--- src/rtl/fsm_parallel_tiled.sv ---
// ----------------------------------------------------------------------------
// fsm_parallel_tiled
//   Controller for an N-lane tiled matrix/vector datapath. A job produces
//   m_cfg output rows; each row is built from k_cfg column tiles. For every
//   row the FSM clears the accumulators (LOAD), accumulates one tile per
//   accepted operand beat (COMPUTE), then presents the row result to the sink
//   (WRITE). A single-cycle done pulse closes the job.
//
// Ports
//   clk           : clock, rising-edge active
//   rst           : asynchronous active-high reset
//   start         : job request, sampled only in IDLE
//   m_cfg, k_cfg  : rows per job / tiles per row, latched (saturated) on start
//   operand_valid : tile operands present; low stalls COMPUTE
//   result_ready  : sink accepts the row result in WRITE
//   abort         : (FSM_PARALLEL_TILED_ABORT_EN only) cancel the running job
//   busy, done    : job in progress / job-complete pulse
//   row_idx       : current row
//   tile_idx      : current tile
//   acc_clr       : clear accumulators
//   acc_en        : accumulate current tile
//   wr_en         : row result valid
//   lanes         : constant N
//   acc_width     : constant accumulator width 2*WIDTH+clog2(K_MAX*N+1)
//
// Build option
//   FSM_PARALLEL_TILED_ABORT_EN : adds the abort input.
// ----------------------------------------------------------------------------
module fsm_parallel_tiled #(
  parameter int WIDTH = 8,
  parameter int N     = 4,
  parameter int M_MAX = 8,
  parameter int K_MAX = 4,
  localparam int RW   = (M_MAX > 1) ? $clog2(M_MAX) : 1,
  localparam int KW   = (K_MAX > 1) ? $clog2(K_MAX) : 1,
  localparam int MCW  = $clog2(M_MAX + 1),
  localparam int KCW  = $clog2(K_MAX + 1),
  localparam int LW   = $clog2(N + 1)
) (
  input  logic           clk,
  input  logic           rst,
  input  logic           start,
  input  logic [MCW-1:0] m_cfg,
  input  logic [KCW-1:0] k_cfg,
  input  logic           operand_valid,
  input  logic           result_ready,
`ifdef FSM_PARALLEL_TILED_ABORT_EN
  input  logic           abort,
`endif
  output logic           busy,
  output logic           done,
  output logic [RW-1:0]  row_idx,
  output logic [KW-1:0]  tile_idx,
  output logic           acc_clr,
  output logic           acc_en,
  output logic           wr_en,
  output logic [LW-1:0]  lanes,
  output logic [7:0]     acc_width
);

  typedef enum logic [2:0] {
    IDLE    = 3'd0,
    LOAD    = 3'd1,
    COMPUTE = 3'd2,
    WRITE   = 3'd3,
    DONE    = 3'd4
  } state_t;

  state_t         state;
  logic [MCW-1:0] m_lat;
  logic [KCW-1:0] k_lat;
  logic [MCW-1:0] m_sat;
  logic [KCW-1:0] k_sat;
  logic           last_tile;
  logic           last_row;
  logic           abort_req;

`ifdef FSM_PARALLEL_TILED_ABORT_EN
  assign abort_req = abort;
`else
  assign abort_req = 1'b0;
`endif

  // Over-range configuration is clamped at latch time so the index counters
  // never run past the datapath dimensions.
  assign m_sat = (m_cfg > MCW'(M_MAX)) ? MCW'(M_MAX) : m_cfg;
  assign k_sat = (k_cfg > KCW'(K_MAX)) ? KCW'(K_MAX) : k_cfg;

  assign last_tile = (32'(tile_idx) + 32'd1) == 32'(k_lat);
  assign last_row  = (32'(row_idx) + 32'd1) == 32'(m_lat);

  // NOTE: sequential state uses non-blocking assignments only, so every
  // register samples the pre-edge values of its neighbours.
  always_ff @(posedge clk or posedge rst) begin
    if (rst) begin
      state    <= IDLE;
      m_lat    <= '0;
      k_lat    <= '0;
      row_idx  <= '0;
      tile_idx <= '0;
    end else if (abort_req && state != IDLE) begin
      state    <= IDLE;
      row_idx  <= '0;
      tile_idx <= '0;
    end else begin
      case (state)
        IDLE: begin
          if (start) begin
            if (m_cfg != '0 && k_cfg != '0) begin
              m_lat    <= m_sat;
              k_lat    <= k_sat;
              row_idx  <= '0;
              tile_idx <= '0;
              state    <= LOAD;
            end else begin
              state <= DONE;
            end
          end
        end
        LOAD: begin
          state <= COMPUTE;
        end
        COMPUTE: begin
          if (operand_valid) begin
            if (last_tile) state <= WRITE;
            else           tile_idx <= tile_idx + 1'b1;
          end
        end
        WRITE: begin
          if (result_ready) begin
            if (last_row) begin
              state    <= DONE;
              row_idx  <= '0;
              tile_idx <= '0;
            end else begin
              row_idx  <= row_idx + 1'b1;
              tile_idx <= '0;
              state    <= LOAD;
            end
          end
        end
        DONE: begin
          row_idx  <= '0;
          tile_idx <= '0;
          state    <= IDLE;
        end
        default: state <= IDLE;
      endcase
    end
  end

  // Status/strobe decode straight from the state register. acc_en is the one
  // strobe qualified by an input: it must coincide with the operand beat it
  // consumes, so it follows operand_valid in the same cycle.
  // NOTE: every always_comb output gets a default first so no latch is inferred.
  always_comb begin
    busy    = 1'b0;
    done    = 1'b0;
    acc_clr = 1'b0;
    acc_en  = 1'b0;
    wr_en   = 1'b0;
    case (state)
      LOAD:    begin busy = 1'b1; acc_clr = 1'b1; end
      COMPUTE: begin busy = 1'b1; acc_en = operand_valid; end
      WRITE:   begin busy = 1'b1; wr_en = 1'b1; end
      DONE:    begin busy = 1'b1; done = 1'b1; end
      default: ;
    endcase
  end

  assign lanes     = LW'(N);
  assign acc_width = 8'(2 * WIDTH + $clog2(K_MAX * N + 1));

endmodule

--- config.mk ---
export PLATFORM = sky130hd
export DESIGN_NAME = fsm_parallel_tiled
export DESIGN_NICKNAME = d
export VERILOG_FILES = /design/src/rtl/fsm_parallel_tiled.sv
export SDC_FILE = /design/constraint.sdc
export NUM_CORES = 1
export LEC_CHECK = 0
export ABC_AREA = 1
export CAP_MARGIN = 20
export CORE_MARGIN = 4
export CORE_UTILIZATION = 40
export DETAILED_ROUTE_END_ITERATION = 8
export GPL_TIMING_DRIVEN = 0
export PLACE_DENSITY = 0.76
export SLEW_MARGIN = 20
export SYNTH_ARGS = -nofsm -noshare
export SYNTH_HDL_FRONTEND = slang
export SYNTH_SLANG_ARGS = --single-unit
--- constraint.sdc ---
create_clock -name clk -period 2.7 [get_ports clk]
set_input_delay 0.27 -clock clk [delete_from_list [all_inputs] [get_ports clk]]
set_output_delay 0.27 -clock clk [all_outputs]
set_load 0.005 [all_outputs]
==> results.json <==
{
  "status": "completed",
  "worst_r2r_startpoint": "row_idx[0]",
  "synth.top_cell.area_share_pct": 34.2,
  "timing_max_transition_violations_final": 0,
  "fin_worst_hold_slack_ps": 326,
  "area_of_the_die_mm2": 0.00365,
  "buffer_ports.inserted": 21,
  "drt_iter0_drc": 25,
  "crit_path_frequent_cell": "nor2_1",
  "ys_ff_latch": 15,
  "min-delay-path-class": "input pin to asynchronous set/reset pin",
  "final_min_period_over_clock_period_pct": 75.9,
  "grt-ovfl-total": 0,
  "flow.area_growth_from_synthesis_pct": 28.1,
  "syn_area_per_cell_um2": 6.82,
  "timing.final.setup_violations": 0,
  "final_period_minus_worst_setup_slack_ps": 2050,
  "drcViolationCount": 0,
  "synth_warnings": 0,
  "tritoncts": "yes",
  "routed_wire_length_um": 2120,
  "placementRows": 18,
  "worst_path_max_delay_cell": "clkdlybuf4s50_1",
  "post-cts-setup-buffer-count": 0,
  "numCtsBuffers": 3,
  "critical_path.max_fanout": 5,
  "worst-endpoint-required_ps": 2430,
  "total_power_density_per_cell_area_mw_per_mm2": 848,
  "post_synth_inst_count": 161,
  "worstSetupEndpointType": "output pin",
  "synth_edf_count": 0,
  "max_cap_violations": 0,
  "start_util_pct": 43.1,
  "finalNetCount": 210,
  "cp.arrival_ps": 1780,
  "io-pin-count": 33,
  "per_cell_routed_wire_length_um": 9.40,
  "root_buffer": "clkbuf_4",
  "diode_insertion_count_for_antenna_repair": 0,
  "worstSetupStartpointType": "flop",
  "synthTopCellsByArea": "dfrtp_1 34%, nand2_1 21%, buf_4 7.5%",
  "detail_route.first_pass.iterations": 4,
  "estimated_wirelength_of_the_detail_placed_design_um": 1740,
  "clock_latency_at_the_later_pin_of_the_worst_skew_pair_ps": 290,
  "final_common_cell": "nand2_1",
  "postCtsHoldBufs": 0,
  "chipHeight_um": 60.4,
  "fin_tns_setup_ps": 0,
  "hold_violations": 0,
  "regToRegEndpoint": "state[0]",
  "timing.slew.headroom_pct": 61.9,
  "final.setup_skew_ps": 2.58,
  "async_reset_ff_share_pct": 100,
  "grt_max_degree": 16,
  "antenna_violating_nets_left": 0,
  "netlist_area_mm2": 0.00110,
  "post_route_cells_drive_above_1_share_pct": 15.4,
  "crit_buf_inv": 2,
  "p_leak_nw": 0.727,
  "via_per_inst": 4.44,
  "global_route_wire_length_before_repair_um": 3660,
  "maximum_buffer_depth_of_the_clock_tree": 2,
  "worstSetupPathType": "flop to output pin",
  "die-width_um": 60.4,
  "vias": 999,
  "standard_cell_core_area_mm2": 0.00254,
  "final_cell_mix": "60 x nand2_1, 21 x clkdlybuf4s50_1, 18 x inv_1, 15 x dfrtp_1, 14 x nor2_1",
  "worst-slew-pin-transition_ps": 571,
  "timing.reg2reg.setup_slack_ps": 1140,
  "ys_seq_area_share_pct": 34.2,
  "rsz0062_at_grt": "false",
  "grt_pass1_vias": 889,
  "post_synth_num_cell_types": 22,
  "critical_path_cell_list": "nor2_2, inv_2, nor2_1, nor2_1, nand2_1, clkdlybuf4s50_1",
  "largest_delay_contributor_family_on_the_critical_path": "buffers and inverters",
  "ctsResizeCount": 0,
  "r2r.worst_path.cells": 10,
  "fill_cells": 261,
  "worst_ir_drop_vdd_uv": 482,
  "grt_antenna_before_repair": 0,
  "gpl_wtd_cong": 0.845,
  "netlist.top_cell.by_area": "dfrtp_1",
  "timing.critical_path.slowest_cell_delay_ps": 490,
  "timing.fmax_mhz": 488,
  "synth_ff_type": "dfrtp_1",
  "clkSinkCount": 15,
  "cts_max_level": 1,
  "total_routing_resource_utilization_after_global_routing_pct": 13.3,
  "clk_pin_slew_worst_paths_ps": 90
}
worst max-delay path by stage:
| stage | depth (start not counted) | endpoint | startpoint |
|---|---|---|---|
| 4_1_cts | 6 | busy | state[0] |
| 3_3_place_gp | 6 | busy | state[1] |
| 5_1_grt | 6 | busy | state[0] |
| 6_report | 6 | busy | state[0] |
| 3_5_place_dp | 6 | busy | state[0] |
| 2_1_floorplan | 10 | state[0] | row_idx[0] |
state kept, by name (all words and copies together) (netlist names):
register,cells
m_lat,4
tile_idx,2
state,3
row_idx,3
k_lat,3
metrics by stage:
stage               instances  worst slack, ps  utilization [%]  total power [mW]  area, um^2
floorplan                 170             1280                -             0.868        1130
global placement          221             1000             54.2              1.05        1380
detailed placement        221              969             54.2              1.07        1380
CTS                       225              629             55.2              1.20        1410
global route              225              506             55.2              1.32        1410
finish                    225              650             55.2              1.19        1410
cell usage after synthesis, types with 2 or more instances:
cell,n
a21oi_1,3
buf_4,11
conb_1,2
dfrtp_1,15
ha_1,2
inv_1,18
inv_2,2
nand2_1,60
nand2_2,3
nand2_4,2
nand3_1,9
nand4_1,3
nor2_1,14
nor2_2,4
nor2_4,3
o21ai_0,2
o21ai_1,3
area by class of cell:
cell class	count	area, um^2	area share (%)
clock buffer	4	26.3	1.87
sequential	15	375	26.7
inverter	20	75.1	5.34
buffer	11	82.6	5.88
multi-input combinational	124	598	42.6
timing repair buffer	21	210	15.0
tap	30	37.5	2.67
routing by layer:
metal  part of all wire (%)  global-route usage [%]  up-vias
met1                     45                    16.7      418
li1                       -                       -      544
met5                      0                       0        -
met4                    2.9                    9.49        0
met2                     44                    21.1       32
met3                    7.1                    1.28        5
worst reg2reg max path, cell delays in order (launching register included):
cell and delay [ps]:
dfrtp_1 470, ha_1 360, inv_1 50, nand2_1 50, nand2_1 50, nor2_1 130, nand3_1 90, nand2_1 120
nand2_1 60, nand2_1 50, nand2_1 40
power by group:
| part | leakage [nW] | switching [mW] | internal [mW] |
|---|---|---|---|
| Combinational | 0.517 | 0.372 | 0.297 |
| Clock | 0.0150 | 0.0730 | 0.0575 |
| Sequential | 0.195 | 0.0897 | 0.304 |
logic make-up after synthesis:
group                    count (synthesis)  share of synthesized area (%)
adder cells (fa/ha/maj)                  2                           2.28
other                                    2                          0.684
AO/OA/AOI/OAI                            9                           4.33
AND/OR/NAND/NOR                        101                           43.3
buffers and inverters                   31                           14.4
flip-flops                              15                           34.2
XOR/XNOR                                 1                          0.798
Power figures use the tool's default switching activity.
